==> src/rtl/ascii_num_buffer.sv <==
// ascii_num_buffer
//   Upstream feeder of the matrix operation selector. Parses a UART RX byte
//   stream of ASCII signed decimal integers separated by delimiters. Each
//   parsed integer is stored as a DATA_W-bit two's-complement word in a small
//   buffer. The selector polls num_count and reads entries by address, with
//   one cycle of read latency.
//
// Ports
//   clk        in   rising-edge clock
//   rst        in   asynchronous active-high reset
//   rx_data    in   received ASCII byte
//   rx_valid   in   one-cycle strobe, rx_data valid
//   clear      in   one-cycle pulse: empty the buffer and abort the current token
//   rd_addr    in   read index
//   rd_data    out  registered read data; 0 beyond num_count
//   num_count  out  number of stored entries
//   parse_err  out  one-cycle pulse, asserted the cycle after a malformed byte
//   overflow   out  sticky: a number was dropped because the buffer was full
//
// Build option
//   NUM_BUF_SATURATE_EN : when defined, the token magnitude saturates to the
//   signed range and no longer wraps. Positive tokens clamp to 2^(DATA_W-1)-1
//   and negative tokens clamp to -2^(DATA_W-1). Saturation stays in force for
//   the rest of the token. When undefined, the accumulator wraps mod 2^DATA_W.
module ascii_num_buffer #(
  parameter int DEPTH   = 16,
  parameter int ADDR_W  = $clog2(DEPTH),
  parameter int COUNT_W = 11,
  parameter int DATA_W  = 32
) (
  input  logic               clk,
  input  logic               rst,
  input  logic [7:0]         rx_data,
  input  logic               rx_valid,
  input  logic               clear,
  input  logic [ADDR_W-1:0]  rd_addr,
  output logic [DATA_W-1:0]  rd_data,
  output logic [COUNT_W-1:0] num_count,
  output logic               parse_err,
  output logic               overflow
);

  typedef enum logic [1:0] {IDLE, SIGN, NUM, SKIP} state_t;
  typedef enum logic [1:0] {C_DIG, C_MIN, C_DLM, C_BAD} cls_t;

  state_t              state_q, state_d;
  logic [DATA_W-1:0]   acc_q, acc_d;
  logic                neg_q, neg_d;
  logic                sat_q, sat_d;
  logic                err_d;
  logic                commit;
  logic [COUNT_W-1:0]  count_q;
  logic                ovf_q;
  logic [DATA_W-1:0]   rd_q;
  logic [DATA_W-1:0]   mem_q [DEPTH];

  cls_t                cls;
  logic [DATA_W-1:0]   dig;
  logic [DATA_W-1:0]   acc_mac;
  logic [DATA_W-1:0]   value;
  logic                room;

  // Byte classification
  always_comb begin
    cls = C_BAD;
    if (rx_data >= 8'h30 && rx_data <= 8'h39) cls = C_DIG;
    else if (rx_data == 8'h2D)                cls = C_MIN;
    else if (rx_data == 8'h20 || rx_data == 8'h2C || rx_data == 8'h09 ||
             rx_data == 8'h0D || rx_data == 8'h0A) cls = C_DLM;
  end

  assign dig = DATA_W'(rx_data - 8'h30);

`ifdef NUM_BUF_SATURATE_EN
  // The product is computed 4 bits wider than DATA_W, so the result can be
  // compared against the clamp limit before it is truncated. The limit
  // depends on the sign of the token: 2^(W-1) for negative tokens and
  // 2^(W-1)-1 for positive tokens.
  logic [DATA_W+3:0] acc_wide;
  logic [DATA_W-1:0] sat_lim;
  logic              sat_hit;
  assign sat_lim  = neg_q ? {1'b1, {(DATA_W-1){1'b0}}} : {1'b0, {(DATA_W-1){1'b1}}};
  assign acc_wide = ({4'b0, acc_q} * (DATA_W+4)'(10)) + {4'b0, dig};
  assign sat_hit  = sat_q || (acc_wide > {4'b0, sat_lim});
  assign acc_mac  = sat_hit ? sat_lim : acc_wide[DATA_W-1:0];
`else
  assign acc_mac  = (acc_q * DATA_W'(10)) + dig;
`endif

  // Next-state logic for the FSM. Clear has the highest priority and
  // discards any byte that arrives in the same cycle.
  always_comb begin
    state_d = state_q;
    acc_d   = acc_q;
    neg_d   = neg_q;
    sat_d   = sat_q;
    err_d   = 1'b0;
    commit  = 1'b0;
    if (clear) begin
      state_d = IDLE;
      acc_d   = '0;
      neg_d   = 1'b0;
      sat_d   = 1'b0;
    end else if (rx_valid) begin
      unique case (state_q)
        IDLE: begin
          unique case (cls)
            C_DIG: begin acc_d = dig; neg_d = 1'b0; sat_d = 1'b0; state_d = NUM; end
            C_MIN: begin acc_d = '0;  neg_d = 1'b1; sat_d = 1'b0; state_d = SIGN; end
            C_DLM: state_d = IDLE;
            default: begin err_d = 1'b1; state_d = SKIP; end
          endcase
        end
        SIGN: begin
          unique case (cls)
            C_DIG: begin acc_d = dig; state_d = NUM; end
            C_DLM: begin err_d = 1'b1; state_d = IDLE; end  // lone '-' is discarded
            default: begin err_d = 1'b1; state_d = SKIP; end
          endcase
        end
        NUM: begin
          unique case (cls)
            C_DIG: begin
              acc_d = acc_mac;
`ifdef NUM_BUF_SATURATE_EN
              sat_d = sat_hit;
`endif
            end
            C_DLM: begin commit = 1'b1; state_d = IDLE; end
            default: begin err_d = 1'b1; state_d = SKIP; end
          endcase
        end
        default: begin  // SKIP: ignore bytes until the next delimiter
          if (cls == C_DLM) state_d = IDLE;
        end
      endcase
    end
  end

  assign value = neg_q ? (~acc_q + DATA_W'(1)) : acc_q;
  assign room  = (count_q < COUNT_W'(DEPTH));

  always_ff @(posedge clk or posedge rst) begin
    if (rst) begin
      state_q   <= IDLE;
      acc_q     <= '0;
      neg_q     <= 1'b0;
      sat_q     <= 1'b0;
      count_q   <= '0;
      ovf_q     <= 1'b0;
      rd_q      <= '0;
      parse_err <= 1'b0;
    end else begin
      state_q   <= state_d;
      acc_q     <= acc_d;
      neg_q     <= neg_d;
      sat_q     <= sat_d;
      parse_err <= err_d;
      if (clear) begin
        count_q <= '0;
        ovf_q   <= 1'b0;
        rd_q    <= '0;
      end else begin
        if (commit) begin
          if (room) count_q <= count_q + COUNT_W'(1);
          else      ovf_q   <= 1'b1;
        end
        // The read uses the pre-commit count and memory contents. A commit to
        // the same index in this cycle therefore returns the old, masked value.
        rd_q <= (COUNT_W'(rd_addr) < count_q) ? mem_q[rd_addr] : '0;
      end
    end
  end

  // Buffer storage is not reset. Reads are masked by num_count instead.
  always_ff @(posedge clk) begin
    if (!clear && commit && room) mem_q[count_q[ADDR_W-1:0]] <= value;
  end

  assign rd_data   = rd_q;
  assign num_count = count_q;
  assign overflow  = ovf_q;

endmodule

==> config.mk <==
export PLATFORM = sky130hd
export DESIGN_NAME = ascii_num_buffer
export DESIGN_NICKNAME = d
export VERILOG_FILES = /design/src/rtl/ascii_num_buffer.sv
export SDC_FILE = /design/constraint.sdc
export NUM_CORES = 1
export LEC_CHECK = 0
export CORE_ASPECT_RATIO = 0.6
export CORE_MARGIN = 3
export CORE_UTILIZATION = 40
export DETAILED_ROUTE_END_ITERATION = 6
export PLACE_DENSITY = 0.54
export REMOVE_ABC_BUFFERS = 1
export SYNTH_ARGS = -nofsm -noshare
export SYNTH_HDL_FRONTEND = slang
export SYNTH_SLANG_ARGS = --single-unit
==> constraint.sdc <==
create_clock -name clk -period 6.3 [get_ports clk]
set_clock_uncertainty 0.2 [all_clocks]
set_input_delay 0.945 -clock clk [delete_from_list [all_inputs] [get_ports clk]]
set_output_delay 0.945 -clock clk [all_outputs]
set_load 0.05 [all_outputs]
# ---- After elaboration in Yosys (flattened, before gate mapping)
# Memories as Yosys holds them, arrays and structs flattened.
# Index checks and enable logic that the tools add are counted.
dict set report word_totals {
  out_inout_bits 45
  inputBits 16
  elab_cells 98
  regBits 80
  ramBits 512
  memories 1
}
# memory depth word_bits read_ports rd_clocked_by_memory_dff wr line
set mem_list {}
lappend mem_list {mem_q 16 32 1 0 1 55} ;# logic [DATA_W-1:0] mem_q [DEPTH];
dict set report classes {
  n_mul 1
  bitwise_logic 1
  add_sub_neg 4
  mux 41
  n_lt_le_gt_ge 4
  n_eq_ne 15
  reduce_logical 24
}
# operator count
set op_table {}
lappend op_table {{$mux W32} 7}
lappend op_table {{$pmux W32 S3} 1}
lappend op_table {{$pmux W32 S2} 1}
lappend op_table {{$mux W11} 3}
lappend op_table {{$add A32 B1 Y32 const B} 1}
lappend op_table {{$add A32 B32 Y32} 1}
lappend op_table {{$mul A32 B3 Y31 const B} 1}
lappend op_table {{$not A32 Y32} 1}
lappend op_table {{$eq A8 B4 Y1 const B} 3}
lappend op_table {{$eq A8 B6 Y1 const B} 3}
lappend op_table {{$mux W1} 18}
lappend op_table {{$pmux W2 S3} 2}
lappend op_table {{$add A11 B1 Y11 const B} 1}
lappend op_table {{$lt A11 B5 Y1 const B} 1}
lappend op_table {{$lt A4 B11 Y1} 1}
lappend op_table {{$mux W2} 5}
lappend op_table {{$sub A8 B6 Y9 const B} 1}
lappend op_table {{$ge A8 B6 Y1 const B} 1}
lappend op_table {{$le A8 B6 Y1 const B} 1}
lappend op_table {{$pmux W2 S2} 2}
lappend op_table {{$reduce_bool A2 Y1} 4}
lappend op_table {{$ne A3 B2 Y1 const B} 2}
lappend op_table {{$reduce_and A3 Y1} 2}
lappend op_table {{$reduce_and A5 Y1} 1}
lappend op_table {{17 further kinds} 26}

# ---- Longest topological paths before layout
dict set report depth {
  ltp_word 17
  mapped_depth 22
  ltp_nobuf 21
}

# ---- Worst setup path after synthesis
# No wires, ideal clock.
dict set report synth_timing {
  path_type {in2reg}
  start {input port rx_data[4]}
  end {register acc_q[31]}
  t_required_ps 5974
  slack_ps 851
  setup_ps 126
  n_path_buf 0
  t_arrival_ps 5123
  stages 12
  cell_sequence {ha_1 nor3_1 ha_1 a21oi_1 o211a_1 and4b_1 a21oi_1 a311oi_1 a221o_1 a21oi_1 xnor3_1 a221o_1}
}
dict set report synth_between {
  elab_chain_cells 13
  word_cells_on_any_way 30
  classes_between {2 x add/sub; 2 x order compare; 10 x eq/ne; 9 x mux; 7 x reduce/logical}
}
# item line
set synth_lines {}
lappend synth_lines {{start: declaration} 33} ;# input logic [7:0] rx_data,
lappend synth_lines {{parallel branches: the longest is 13 deep, another holds $add A32 B32 Y32} n/a}
lappend synth_lines {{end signal: assignment} 146} ;# acc_q <= '0;
lappend synth_lines {{end signal: assignment} 155} ;# acc_q <= acc_d;
lappend synth_lines {{end: declaration} 47} ;# logic [DATA_W-1:0] acc_q, acc_d;
# Parallel ways; which one is timed is not known. The select of a mux whose other input is x is not followed.
# A chain may end at the register's enable or synchronous reset.

# ---- Final worst setup path
dict set report layout_timing {
  start {register acc_q[3]}
  end {register acc_q[31]}
}
dict set report layout_between {
  elab_chain_cells 6
}
# item line
set layout_lines {}
lappend layout_lines {{$mul A32 B3 Y31} 87} ;# assign acc_mac = (acc_q * DATA_W'(10)) + dig;
lappend layout_lines {{$add A32 B32 Y32} 87}
lappend layout_lines {{$mux W32} 122} ;# unique case (cls)
lappend layout_lines {{$pmux W32 S3} 105} ;# unique case (state_q)
lappend layout_lines {{$mux W32} 104} ;# end else if (rx_valid) begin
lappend layout_lines {{$mux W32} 99} ;# if (clear) begin
# No other way between the ends. The select of a mux whose other input is x is not followed.

==> results <==
- The flow ran to the end, and the final reports show no timing, DRC or antenna violations.
- The net total in the final layout is 1,764.
- The worst-path cell with the longest stage delay is sky130_fd_sc_hd__dfrtp_1.
- The number of vias per cell is 5.69.
- The insertion delay to the later sink of the worst-skew pair is 0.59 ns.
- The transition time of the tightest slew-check pin is approximately 1.3 ns.
- Dividing the detail-routed wire length by the instance count gives between 20 and 25 um.
- In this run the count of I/O pins placed on the die edge is slightly above 60.
- Measured against the total synthesized area, the mux share comes to 0.138.
- The hold violation count in the final report is 0.
- The analysis attributes to cell leakage a power of 10.7 nW.
- The die outline area is 68,900 um^2.
- For this run, the register share of the synthesized area comes to 0.662.
- The number of max-slew violations in the final report is 0.
- The power density relative to cell area is 350 nW/um^2.
- In this run the most used layer during global routing was met1.
- The number of buffers between clock root and the deepest sink is 3.
- The number of buffers inserted to repair setup after CTS is 0.
- Of all nets on the critical path, the largest fanout is 8.
- For this run the aggregate overflow at the end of global routing stands at 0.
- After synthesis, the mean cell area works out to roughly 17 um^2.
- The number of buffers created by CTS is 54.
- The startpoint type of the worst setup path is a flop.
- The HPWL after detailed placement is 38,200 um.
- In the global route stage, met2 resource usage came out at 0.270.
- Dividing the final minimum period by the clock period gives 0.956.
- Headroom to the max-slew limit came out at 0.153.
- The number of H-tree branching levels is 2.
- The pin count of the biggest net entering global routing is 74.
- The floorplan has 72 rows.
- The tool flagged a number of max-cap violations equal to 0.
- The count of synthesis-stage warnings from yosys is 0.
- The tightest min-delay check is of the flop to flop type.
- The CTS tree is done.
- The horizontal die dimension is 337 um.
- The global-route met1 utilization is 0.299.
- The placed instances occupy a cell area of 28,300 um^2.
- The global-route track usage on met3 is 0.0306.
- The first-pass GRT wire length is 95,300 um.
- The routed design has 63,200 um of wire.
- The data arrival time at the worst-slack endpoint is 6.29 ns.
- For the final routed database, the setup TNS stands at 0 ns.
- The total number of clock tree sinks is between 500 and 600.
- The hold buffer count at cts is 0.
- The share of synthesized registers carrying an async set or reset is 0.135.
- For this run, the leading register cell type out of synthesis is sky130_fd_sc_hd__edfxtp_1.
- The compound-gate portion of the synthesized area came to 0.0618.
- The initial antenna violation count is 0.
- The quantity of gates resized following cts is 0.
- From synthesis to final layout, the design area changed by 14.6%.
- The post-synthesis adder-cell area fraction is 0.0511.
- The number of routed nets with antenna violations is 0.
- The initial DRC count is around 1,400.
- At the end of routability-driven placement, the weighted congestion stood at about 0.82.
- Of the total synthesized cell area, the portion taken by XOR and XNOR cells is 0.0289.
- IR analysis of the VDD net gives a maximum drop of between 0.2 and 0.25 mV.
- After synthesis the cells add up to 26,300 um^2.
- The number of global-route vias before repair is 14,400.
- Measured along the y axis, the die boundary spans 204 um.
- The proportion of netlist area held by the largest area contributor is 0.585.
- In this run the standard cell core region covers between 60,000 and 70,000 um^2.
- Setup repair after global routing left no endpoint under its margin.
- The clock-pin slew of the registers on the worst-case setup and hold paths is about 0.070 ns.
- The tree is rooted in a sky130_fd_sc_hd__clkbuf_16.
- The delay of the slowest critical-path stage is approximately 0.52 ns.
- Traced cell by cell, the critical path runs through ha_1 > ha_1 > fa_1 > a21o_1 > a221oi_2 > o311ai_1 > o31ai_1 > o211ai_1 > a21oi_1 > xnor2_1 > ha_1 > a21oi_1 > o21bai_1 > a221oi_1 > o21ai_1 > a221o_1 > a21oi_1 > xnor3_1 > a221o_1.
- In this run, synthesis produced a sequential element count of 592.
- STA puts the critical path data required time at 6.57 ns.
- Port buffering added 60 buffers.
- Counting flops with a built-in enable in the synthesized netlist gives 512.
- Of the cells placed in the final design, the portion with a size suffix greater than 1 is 0.200.
- Setup violations remaining at the end of the flow were counted as 0.
- The basic-gate share of the synthesized area counting and, or, nand and nor cells is 0.0463.
- sky130_fd_sc_hd__edfxtp_1 takes more of the synthesized area than any other cell.
- The library cell used most frequently in the layout, excluding fill and tap cells, is sky130_fd_sc_hd__edfxtp_1.
- Static timing analysis puts the maximum clock frequency at 166 MHz.
- The total inserted antenna cells is 0.
- The worst setup path is captured at a flop.
- The worst setup path is of the flop to flop kind.
- Ranked by total cell area, the synthesized netlist is headed by sky130_fd_sc_hd__edfxtp_1 (59%), sky130_fd_sc_hd__mux4_2 (14%), sky130_fd_sc_hd__dfrtp_1 (7.6%).
- The post-route cell area is 30,100 um^2.
- The number of different library cells in the post-synthesis netlist is 66.
- After synthesis, the largest family of logic cells by area is multiplexers.
- The number of optimization iterations in the first detailed-route pass is 5.
- Detailed routing inserted a total of 14,400 vias.
- The shortest clock period the worst path allows after layout is 6.02 ns.
- For this configuration, the core starts out at a cell density of 0.406.
- The number of cells produced by synthesis is 1,534.
- For this run, design rule violations remaining after detail routing come to 0.
- In the layout the commonest cells are sky130_fd_sc_hd__edfxtp_1 (512), sky130_fd_sc_hd__mux4_2 (160), sky130_fd_sc_hd__ha_1 (104), sky130_fd_sc_hd__dfrtp_1 (80), sky130_fd_sc_hd__a21oi_1 (76).
- The global routing usage summed across all routing layers is 0.186.
[stage by stage]
step                power, mW  cells   util  hold slack, ns  worst slack [ns]
global placement         7.26   2435  0.437           0.305             0.602
finish                   10.5   2539  0.465           0.327             0.279
global route             11.1   2539  0.465           0.355            0.0321
floorplan                6.51   1478      -           0.302             0.851
detailed placement       7.30   2435  0.437           0.319             0.436
CTS                      10.6   2537  0.465           0.332             0.386
[state kept, by name, indices dropped and copies added, names as in the netlist]
name       cells
acc_q         32
mem_q        512
neg_q          1
num_count     11
overflow       1
parse_err      1
rd_data       32
state_q        2
[cells by family after synthesis]
| group | after synthesis |
|---|---|
| adder cells (fa/ha/maj) | 106 |
| AO/OA/AOI/OAI | 254 |
| flip-flops | 592 |
| XOR/XNOR | 85 |
| AND/OR/NAND/NOR | 248 |
| buffers and inverters | 88 |
| multiplexers | 161 |
[cells in the mapped netlist (10+ instances only)]
library cell               number
sky130_fd_sc_hd__buf_1         12
sky130_fd_sc_hd__mux4_2       160
sky130_fd_sc_hd__o21ai_0       55
sky130_fd_sc_hd__nand2b_1      11
sky130_fd_sc_hd__ha_1         104
sky130_fd_sc_hd__nor3_1        20
sky130_fd_sc_hd__a21oi_1       76
sky130_fd_sc_hd__nor2b_1       43
sky130_fd_sc_hd__inv_1         32
sky130_fd_sc_hd__o21ai_1       13
sky130_fd_sc_hd__nor2_1        57
sky130_fd_sc_hd__xnor2_1       65
sky130_fd_sc_hd__o31ai_1       15
sky130_fd_sc_hd__dfrtp_1       80
sky130_fd_sc_hd__xor2_1        19
sky130_fd_sc_hd__or3_1         10
sky130_fd_sc_hd__nand2_1       68
sky130_fd_sc_hd__edfxtp_1     512
sky130_fd_sc_hd__a21o_1        21
sky130_fd_sc_hd__clkbuf_1      43
[critical path: cells and delay by family, from the launching register on]
kind | cells | cell delay, ns
XOR/XNOR | 2 | 0.32
flip-flops | 1 | 0.52
AO/OA/AOI/OAI | 13 | 3.48
adder cells (fa/ha/maj) | 4 | 1.38
[layer usage]
metal / up-vias / part of all wire
met2: 381 / 0.43
li1: 6362 / -
met4: 0 / 0.010
met1: 7639 / 0.50
met3: 60 / 0.054
met5: - / 0
[layout make-up]
cell class | instances | area, um^2
well taps | 851 | 1060
flip-flops and latches | 592 | 17400
multi-input cells | 854 | 8720
clock buffers | 77 | 1580
clock inverters | 25 | 218
fillers | 5547 | 34600
repair buffers | 108 | 1030
inverters | 32 | 123
[report_power, final]
part / switching (mW) / leakage [nW] / internal [mW]
combinational: 1.51 / 3.98 / 0.911
clock: 1.47 / 0.894 / 1.84
sequential: 0.140 / 5.78 / 4.66
total: 3.12 / 10.7 / 7.41
[path summary, 6_finish.rpt]
kind | slack, ns | startpoint | cells past startpoint | end
worst max-delay path | 0.28 | acc_q[3] | 19 | acc_q[31]
worst min-delay path | 0.33 | num_count[7] | 1 | num_count[7]
worst max register to register | 0.28 | acc_q[3] | 19 | acc_q[31]
min in group asynchronous | 0.55 | rst | 2 | num_count[4]
worst min register to register | 0.33 | num_count[7] | 1 | num_count[7]
max in group asynchronous | 4.23 | rst | 3 | rd_data[23]
Note: power is estimated with default switching activity, not from simulation.
